--- src/rtl/prueba_tx_pkg.sv ---
// Shared definitions for the prueba_tx UART word transmitter: FSM encoding,
// default bit timing and the bytes-per-word derivation.
package prueba_tx_pkg;

   typedef enum logic [2:0] {
      IDLE  = 3'd0,
      START = 3'd1,
      DATA  = 3'd2,
      STOP  = 3'd3,
      NEXT  = 3'd4
   } tx_state_e;

   // 50 MHz system clock at 9600 baud
   localparam int CLKS_PER_BIT_DEF = 5208;

   function automatic int nb_of(input int word_bits);
      return (word_bits + 7) / 8;
   endfunction

endpackage

--- src/rtl/uart_tx_byte.sv ---
// 8N1 byte serializer with its own bit timer. The stop bit is split into STOP
// (CLKS_PER_BIT-1 cycles) and NEXT (1 cycle) so a following byte can start with no gap.
module uart_tx_byte
   import prueba_tx_pkg::*;
#(
   parameter int CLKS_PER_BIT = CLKS_PER_BIT_DEF  // must be >= 2
) (
   input  logic       Clk_G,
   input  logic       Rst_G,
   input  logic       byte_start_i,
   input  logic [7:0] byte_data_i,
   output logic       tx_o,
   output logic       byte_busy_o,
   output logic       byte_done_o,
   output tx_state_e  state_o
);

   localparam int CW = $clog2(CLKS_PER_BIT);
   localparam logic [CW-1:0] BIT_LAST  = CW'(CLKS_PER_BIT - 1);
   localparam logic [CW-1:0] STOP_LAST = CW'(CLKS_PER_BIT - 2);

   // Handshake: byte_start_i is taken only in IDLE or NEXT; byte_done_o is high
   // for the single NEXT cycle, when the caller may chain the next byte.
   tx_state_e       state_q, state_d;
   logic [CW-1:0]   cnt_q, cnt_d;
   logic [2:0]      bit_q, bit_d;
   logic [7:0]      shift_q, shift_d;
   logic            tx_q, tx_d;
   logic            bit_end;

   assign bit_end = (cnt_q == BIT_LAST);

   always_comb begin
      state_d = state_q;
      cnt_d   = cnt_q;
      bit_d   = bit_q;
      shift_d = shift_q;
      if (state_q != IDLE) begin
         cnt_d = bit_end ? '0 : cnt_q + 1'b1;
      end
      case (state_q)
         IDLE: begin
            if (byte_start_i) begin
               state_d = START;
               cnt_d   = '0;
               bit_d   = '0;
               shift_d = byte_data_i;
            end
         end
         START: if (bit_end) state_d = DATA;
         DATA: begin
            if (bit_end) begin
               if (bit_q == 3'd7) begin
                  state_d = STOP;
               end else begin
                  bit_d   = bit_q + 3'd1;
                  shift_d = shift_q >> 1;
               end
            end
         end
         STOP: if (cnt_q == STOP_LAST) state_d = NEXT;
         NEXT: begin
            if (byte_start_i) begin
               state_d = START;
               bit_d   = '0;
               shift_d = byte_data_i;
            end else begin
               state_d = IDLE;
            end
         end
         default: state_d = IDLE;
      endcase
      // Line level is registered from the next state so Tx never glitches
      case (state_d)
         START:   tx_d = 1'b0;
         DATA:    tx_d = shift_d[0];
         default: tx_d = 1'b1;
      endcase
   end

   always_ff @(posedge Clk_G or posedge Rst_G) begin
      if (Rst_G) begin
         state_q <= IDLE;
         cnt_q   <= '0;
         bit_q   <= '0;
         shift_q <= '0;
         tx_q    <= 1'b1;
      end else begin
         state_q <= state_d;
         cnt_q   <= cnt_d;
         bit_q   <= bit_d;
         shift_q <= shift_d;
         tx_q    <= tx_d;
      end
   end

   assign tx_o        = tx_q;
   assign byte_busy_o = (state_q != IDLE);
   assign byte_done_o = (state_q == NEXT);
   assign state_o     = state_q;

endmodule

--- src/rtl/prueba_tx.sv ---
// Sends a signed controller word over UART as sign-extended bytes, LSB first,
// back-to-back, with word-level busy/done status.
module prueba_tx
   import prueba_tx_pkg::*;
#(
   parameter int cant_bits    = 13,
   parameter int CLKS_PER_BIT = CLKS_PER_BIT_DEF
) (
   input  logic                        Clk_G,
   input  logic                        Rst_G,
   input  logic                        Tx_Start,
   input  logic signed [2*cant_bits-1:0] Dato,
   output logic                        Tx,
   output logic                        Tx_Busy,
   output logic                        Tx_Done
);

   localparam int W  = 2 * cant_bits;
   localparam int NB = nb_of(W);
   localparam int IW = (NB > 1) ? $clog2(NB) : 1;

   logic signed [W-1:0]    dato_q, dato_d;
   logic [IW-1:0]          idx_q, idx_d;
   logic                   busy_q, busy_d;
   logic                   done_q, done_d;
   logic signed [8*NB-1:0] ext_w;
   logic [7:0]             word_bytes [NB];
   logic                   byte_start, byte_busy, byte_done;
   logic [7:0]             byte_data;
   tx_state_e              byte_state;
   logic                   accept, last_byte;

   // Signed size cast replicates the word's top bit into the padding bytes
   assign ext_w = (8*NB)'(dato_q);

   always_comb begin
      for (int i = 0; i < NB; i++) begin
         word_bytes[i] = ext_w[8*i +: 8];
      end
   end

   assign accept    = Tx_Start && !busy_q && (byte_state == IDLE);
   assign last_byte = (idx_q == IW'(NB - 1));

   always_comb begin
      dato_d     = dato_q;
      idx_d      = idx_q;
      busy_d     = busy_q;
      done_d     = 1'b0;
      byte_start = 1'b0;
      byte_data  = word_bytes[idx_q];
      if (accept) begin
         dato_d     = Dato;
         idx_d      = '0;
         busy_d     = 1'b1;
         byte_start = 1'b1;
         byte_data  = Dato[7:0];
      end else if (busy_q && byte_done) begin
         if (last_byte) begin
            busy_d = 1'b0;
            done_d = 1'b1;
         end else begin
            idx_d      = idx_q + 1'b1;
            byte_start = 1'b1;
            byte_data  = word_bytes[idx_d];
         end
      end
   end

   always_ff @(posedge Clk_G or posedge Rst_G) begin
      if (Rst_G) begin
         dato_q <= '0;
         idx_q  <= '0;
         busy_q <= 1'b0;
         done_q <= 1'b0;
      end else begin
         dato_q <= dato_d;
         idx_q  <= idx_d;
         busy_q <= busy_d;
         done_q <= done_d;
      end
   end

   uart_tx_byte #(.CLKS_PER_BIT(CLKS_PER_BIT)) u_byte (
      .Clk_G        (Clk_G),
      .Rst_G        (Rst_G),
      .byte_start_i (byte_start),
      .byte_data_i  (byte_data),
      .tx_o         (Tx),
      .byte_busy_o  (byte_busy),
      .byte_done_o  (byte_done),
      .state_o      (byte_state)
   );

   assign Tx_Busy = busy_q | byte_busy;
   assign Tx_Done = done_q;

endmodule

--- config.mk ---
export PLATFORM = sky130hd
export DESIGN_NAME = prueba_tx
export DESIGN_NICKNAME = d
export VERILOG_FILES = /design/src/rtl/prueba_tx_pkg.sv /design/src/rtl/uart_tx_byte.sv /design/src/rtl/prueba_tx.sv
export SDC_FILE = /design/constraint.sdc
export NUM_CORES = 1
export LEC_CHECK = 0
export CORE_MARGIN = 2
export CORE_UTILIZATION = 53
export CTS_CLUSTER_DIAMETER = 60
export DETAILED_ROUTE_END_ITERATION = 10
export PLACE_DENSITY = 0.79
export SLEW_MARGIN = 20
export SYNTH_ARGS = -nofsm -noshare
export SYNTH_HDL_FRONTEND = slang
export SYNTH_SLANG_ARGS = --single-unit
--- constraint.sdc ---
create_clock -name Clk_G -period 5 [get_ports Clk_G]
set_clock_uncertainty 0.15 [all_clocks]
set_input_delay 0.75 -clock Clk_G [delete_from_list [all_inputs] [get_ports Clk_G]]
set_output_delay 0.75 -clock Clk_G [all_outputs]
set_load 0.01 [all_outputs]
==> results_dict.tcl, run 1 <==
set metrics [dict create \
    multiInputGateArea_um2 1376 \
    r2r-start "idx_q[0]" \
    grt_max_degree 59 \
    grt_pass1_wl_um 9956 \
    whs_path_depth 2 \
    die_area_um2 6082 \
    core_um2 5205 \
    synth_cell_types 44 \
    sw_frac_of_total_pct 24.16 \
    worstPathRequired_ps 4100 \
    fin_crit_sh_pct 59.43 \
    grt_pass1_vias 2121 \
    synthCells 256 \
    synth_top_cell_area_share_pct 49.16 \
    synth_most_common_cell "dfrtp_1" \
    syn2layout_area_growth_pct 18.54 \
    regArea_um2 1453 \
    cts_hold_buf 0 \
    p_clk_share_pct 43.2 \
    drv_cap 0 \
    synth_flop_cell "dfrtp_1" \
    dieWidth_um 77.99 \
    cts_setup_buffers 0 \
    start_util_pct 55.75 \
    wl_um 5551 \
    final_util_pct 66.08 \
    cts_tree "built" \
    synth-seq-cells 58 \
    min-delay-path-class "reg -> reg" \
    slew_violations 0 \
    path_delay_family "simple AND/OR/NAND/NOR gates" \
    nFillCells 422 \
    setup_viol 0 \
    setup_tns_ps 0 \
    dr.pass1.iters 4 \
    std_cell_rows 26 \
    reg2reg_to "u_byte.tx_o" \
    die_h_um 77.99 \
    crit_buf_inv 1 \
    drc 0 \
    maxSlewHeadroom_pct 29.17 \
    crit_fanout 10 \
    r2r_cells 7 \
    cp_slowest_cell "dfrtp_1" \
    avgViaCountPerCell 5.834 \
    async_flop_share_pct 100.0 \
    ant_nets 0 \
    min_from "u_byte.bit_q[1]" \
    p_leak_nw 1.478 \
    tightest_slew_ps 1054 \
    dp_hpwl_um 3979 \
    yosysSeqAreaShare_pct 50.06 \
    gp_congestion 0.9025 \
    synthTopCellsByCount "dfrtp_1 (57), mux2_2 (27), nand2_1 (24)" \
    outcome "completed" \
    cts_buffer_depth 2 \
    cp-start-kind "flop" \
    synth.area.top_cells "dfrtp_1 (49%), mux2_2 (10%), mux4_2 (6.2%)" \
    cts_root_buffer "clkbuf_8" \
    final_nets 321 \
    htree_num_levels 3 \
    p_int_mw 0.6723 \
    rsz0062_at_grt "no" \
    yosys.area.top_type "dfrtp_1" \
    crit_chain "or3_1 > or2_2 > clkdlybuf4s50_1" \
    syn_nets 290 \
    netlist_area_um2 2902 \
    clk-insertion-delay-late_ps 340 \
    r2r_slack_ps 2410 \
    crit_type "reg -> out" \
    cellPowerDensity_nw_per_um2 257.7 \
    vdd_ir_drop_max_mv 0.1877 \
    vias 2112 \
    port_buffers 31 \
    num_antenna_cells 0 \
    drt_iter0_markers 111 \
    ios 32 \
    p_switching_mw 0.2142 \
    avgSynthCellArea_um2 11.33 \
    grt_usage_pct 21.09 \
    post_drt_wl_per_cell_um 15.33 \
    cts_resized 0 \
    fmax_mhz 336.5 \
    cts_sinks 58 \
    hold_viol 0 \
    comb_power_share_pct 3.8 \
    slowest_delay_ps 490 \
    path_clk_slew_ps 70 \
    yosysWarnings 0 \
    seq_power_share_pct 53.0 \
    antenna_found_initial 0 \
    drive_gt1_share_pct 20.89 \
    cts_made_buffers 9 \
    critPathArrivalTime_ps 2070 \
    finalCriticalPeriod_ps 2971 \
    synth_edf_count 0 \
    worstHoldEndpoint "u_byte.bit_q[1]" \
    grt-ovfl-total 0 \
    critPathCaptureType "primary output" \
]
[worst max-delay path by stage]
stage / start / endpoint / slack [ps] / cells past startpoint
after detailed placement: Tx_Start / u_byte.cnt_q[5] / 2060 / 6
after global routing: u_byte.state_o[2] / Tx_Busy / 1970 / 3
after CTS: u_byte.state_o[2] / Tx_Busy / 2010 / 3
final: u_byte.state_o[2] / Tx_Busy / 2030 / 3
after global placement: Tx_Start / u_byte.cnt_q[6] / 2170 / 6
after floorplan: Rst_G / Tx_Done / 2670 / 1
[worst register-to-register path: cells and delay by family, from the launching register on]
| family | cells | cell delay (ps) |
|---|---|---|
| compound gates | 4 | 900 |
| fa+ha+maj | 1 | 250 |
| buf+inv | 1 | 220 |
| flops | 1 | 680 |
| simple gates | 1 | 310 |
[per-layer routing]
layer / GRT usage, % / wire length, um / vias up
met5: 0 / 0 / -
met4: 9.474 / 81 / 0
met3: 5.698 / 237 / 11
met2: 34.74 / 2804 / 49
met1: 26.03 / 2427 / 1042
li1: - / - / 1010
[placed cells by master, fill, tap and decap left out, types with 2 or more instances in the layout]
master	Yosys	layout
or3_1	2	2
o21ai_0	15	15
nand4_1	4	4
ha_1	5	5
a21o_1	4	4
clkbuf_8	0	9
a22oi_1	9	9
and2_1	3	3
and3_1	2	2
o211ai_1	6	6
xor2_1	3	3
inv_1	3	2
clkinvlp_4	0	2
o21ai_1	2	2
nor3b_1	2	2
nor3_1	9	9
and4b_1	2	2
clkinv_4	0	3
clkdlybuf4s50_1	0	31
a22o_1	2	2
nand3_1	17	17
mux4_2	8	8
nand2_1	24	24
mux2_2	27	27
buf_4	0	3
nor2_1	17	17
dfrtp_1	57	57
[power groups by stage]
stage / sequential [mW] / clock, mW / combinational (mW)
2_1_floorplan: 0.478 / 0 / 0.00846
3_3_place_gp: 0.478 / 0 / 0.0344
3_5_place_dp: 0.478 / 0 / 0.0349
4_1_cts: 0.469 / 0.395 / 0.0350
5_1_grt: 0.469 / 0.417 / 0.0380
6_report: 0.470 / 0.383 / 0.0340
[cell type report]
cell class,count,share of cell area [%]
Clock buffer,9,3.601
Multi-Input combinational cell,181,40.01
Tap cell,70,2.546
Timing Repair Buffer,34,9.676
Clock inverter,7,1.601
Inverter,3,0.3274
Sequential cell,58,42.23
[state kept, by name, summed over array words and instances (netlist names)]
name / cells
u_byte.tx_o: 1
u_byte.cnt_q: 13
dato_q: 26
u_byte.state_o: 3
Tx_Done: 1
u_byte.shift_q: 8
idx_q: 2
busy_q: 1
u_byte.bit_q: 3
[cell families (layout without fill, tap and decap cells)]
| group | count (synthesis) | in the layout | synth area share (%) |
|---|---|---|---|
| AOI/OAI and AO/OA | 43 | 43 | 9.832 |
| xor gates and xnor gates | 3 | 3 | 0.9057 |
| adders and majority gates | 5 | 5 | 2.156 |
| buffers and inverters | 17 | 53 | 2.501 |
| DFF | 58 | 58 | 50.06 |
| muxes | 36 | 36 | 17.03 |
| and+or+nand+nor | 94 | 94 | 17.51 |
[stage by stage]
stage               instance area [um2]  hold slack, ps  instances  total power, mW  worst slack (ps)
global route                       3440           381.9        362           0.9247              1974
detailed placement                 3261           326.6        346           0.5133              2061
floorplan                          2902           304.0        256           0.4869              2674
global placement                   3261           319.9        346           0.5128              2168
finish                             3440           348.2        362           0.8864              2029
CTS                                3440           356.3        362           0.8994              2013
Power figures use the tool's default switching activity.
==> run 2, diff against run 1 <==
==> constraint.sdc (replaced) <==
create_clock -name Clk_G -period 3.1 [get_ports Clk_G]
set_clock_uncertainty 0.15 [all_clocks]
set_input_delay 0.465 -clock Clk_G [delete_from_list [all_inputs] [get_ports Clk_G]]
set_output_delay 0.465 -clock Clk_G [all_outputs]
set_load 0.01 [all_outputs]
==> results_dict.tcl, run 2 (synthesis gave the netlist of run 1 again) <==
set metrics [dict create \
    r2r_cells 6 \
    sw_frac_of_total_pct 21.14 \
    gp_congestion 0.8984 \
    cp_slowest_cell "dfrtp_1" \
    whs_path_depth 1 \
    ios 32 \
    path_clk_slew_ps 70 \
    dpl.cell_count 349 \
    die_h_um 77.99 \
    cellPowerDensity_nw_per_um2 455.9 \
    port_buffers 31 \
    p_switching_mw 0.3389 \
    die_area_um2 6082 \
    placed_cell_area_um2 3283 \
    std_cell_rows 26 \
    slew_violations 0 \
    setup_tns_ps 0 \
    busiest_layer "met2" \
    cts_root_buffer "clkbuf_8" \
    htree_num_levels 3 \
    post-route-cell-area_um2 3516 \
    hold_viol 0 \
    grt-ovfl-total 0 \
    start_util_pct 55.75 \
    drv_cap 0 \
    final_nets 324 \
    met2_usage_pct 32.41 \
    cts_hold_buf 0 \
    path_delay_family "simple AND/OR/NAND/NOR gates" \
    final_util_pct 67.55 \
    crit_chain "or3_1 > or2_2 > clkdlybuf4s50_1" \
    crit_buf_inv 1 \
    dr.pass1.iters 4 \
    comb_power_share_pct 3.4 \
    grt_usage_pct 21.45 \
    syn2layout_area_growth_pct 21.17 \
    wl_um 5758 \
    post_drt_wl_per_cell_um 15.78 \
    outcome "completed" \
    grt_pass1_wl_um 10110 \
    grtUsageMet1_pct 29.15 \
    p_int_mw 1.264 \
    cts_made_buffers 9 \
    avgViaCountPerCell 5.855 \
    cts_resized 0 \
    top_register "dato_q" \
    maxSlewHeadroom_pct 52.46 \
    cts_sinks 58 \
    ant_nets 0 \
    cts_tree "built" \
    tightest_slew_ps 713.1 \
    critPathCaptureType "primary output" \
    slowest_delay_ps 480 \
    grt_pass1_vias 2102 \
    top_regs "dato_q: 26 flops, u_byte.cnt_q: 13 flops, u_byte.shift_q: 8 flops" \
    met3_usage_pct 4.419 \
    cts_setup_buffers 0 \
    cp-start-kind "flop" \
    grt_max_degree 59 \
    seq_power_share_pct 47.2 \
    drc 0 \
    fmax_mhz 370.3 \
    fin_crit_sh_pct 87.12 \
    dieWidth_um 77.99 \
    drive_gt1_share_pct 22.03 \
    min-delay-path-class "reg -> reg" \
    vdd_ir_drop_max_mv 0.2960 \
    antenna_found_initial 0 \
    p_total_mw 1.603 \
    clk-insertion-delay-late_ps 340 \
    core_um2 5205 \
    cts_buffer_depth 2 \
    critPathArrivalTime_ps 2090 \
    setup_viol 0 \
    finalCriticalPeriod_ps 2701 \
    num_antenna_cells 0 \
    p_clk_share_pct 49.3 \
    drt_iter0_markers 119 \
    vias 2137 \
    dp_hpwl_um 4014 \
    p_leak_nw 1.508 \
    rsz0062_at_grt "no" \
    largest_register_ffs 26 \
    layout_common_cells "dfrtp_1 (57), clkdlybuf4s50_1 (31), mux2_2 (27)" \
    final_common_cell "dfrtp_1" \
    crit_type "reg -> out" \
    finalNonFillerCells 365 \
    critical_path_cell_count 3 \
    crit_fanout 10 \
    worstPathRequired_ps 2480 \
]
-- run 2: changes by cell type in the layout (fill, tap and decap cells not counted), sizes merged --
| cell | change |
|---|---|
| clkinvlp | +2 |
| buf | +3 |
| clkinv | -4 |
| inv | -1 |
| bufinv | +2 |
| clkbuf | +1 |
-- run 2: path summary, 6_finish.rpt --
path | startpoint | to | slack [ps]
max in group asynchronous | Rst_G | u_byte.shift_q[3] | 1840
min in group asynchronous | Rst_G | dato_q[24] | 490
max | u_byte.state_o[2] | Tx_Busy | 400
min reg2reg | u_byte.bit_q[0] | u_byte.bit_q[0] | 340
min | u_byte.bit_q[0] | u_byte.bit_q[0] | 340
max reg2reg | u_byte.cnt_q[1] | u_byte.shift_q[0] | 690
-- run 2: layer usage --
metal / wire, um / vias to the layer above
li1: - / 1013
met1: 2602 / 1061
met2: 2797 / 48
met3: 201 / 15
met4: 156 / 0
met5: 0 / -
-- run 2: through the flow --
| stage | hold WS [ps] | worst slack [ps] |
|---|---|---|
| 6_report | 340.6 | 399.3 |
| 5_1_grt | 369.1 | 336.1 |
| 4_1_cts | 340.1 | 401.2 |
| 3_5_place_dp | 327.5 | 467.7 |
| 3_3_place_gp | 324.4 | 530.1 |
| 2_1_floorplan | 304.0 | 1059 |
-- run 2: final cells by class --
cell class,instances,area (um2)
clock inverters,6,90.09
clock buffers,10,137.6
multi-input cells,181,1381
fillers,407,1689
inverters,3,11.26
repair buffers,37,355.3
well taps,70,87.58
flip-flops and latches,58,1453
-- run 2: power by group through the flow --
stage | registers (mW) | logic, mW | clock network, mW
after floorplan | 0.772 | 0.0136 | 0
after global placement | 0.772 | 0.0555 | 0
after detailed placement | 0.772 | 0.0568 | 0
after CTS | 0.757 | 0.0569 | 0.796
after global routing | 0.757 | 0.0607 | 0.832
final | 0.757 | 0.0552 | 0.790
==> run 3, diff against run 2 <==
--- a/config.mk
+++ b/config.mk
@@ -7,6 +7,7 @@
 export LEC_CHECK = 0
 export CORE_MARGIN = 2
 export CORE_UTILIZATION = 53
+export CTS_BUF_LIST = sky130_fd_sc_hd__clkbuf_4 sky130_fd_sc_hd__clkbuf_8 sky130_fd_sc_hd__clkbuf_16
 export CTS_CLUSTER_DIAMETER = 60
 export DETAILED_ROUTE_END_ITERATION = 10
 export PLACE_DENSITY = 0.79
==> results of run 3 <==
Final layout, timing and power as in run 2 (identical DEF).
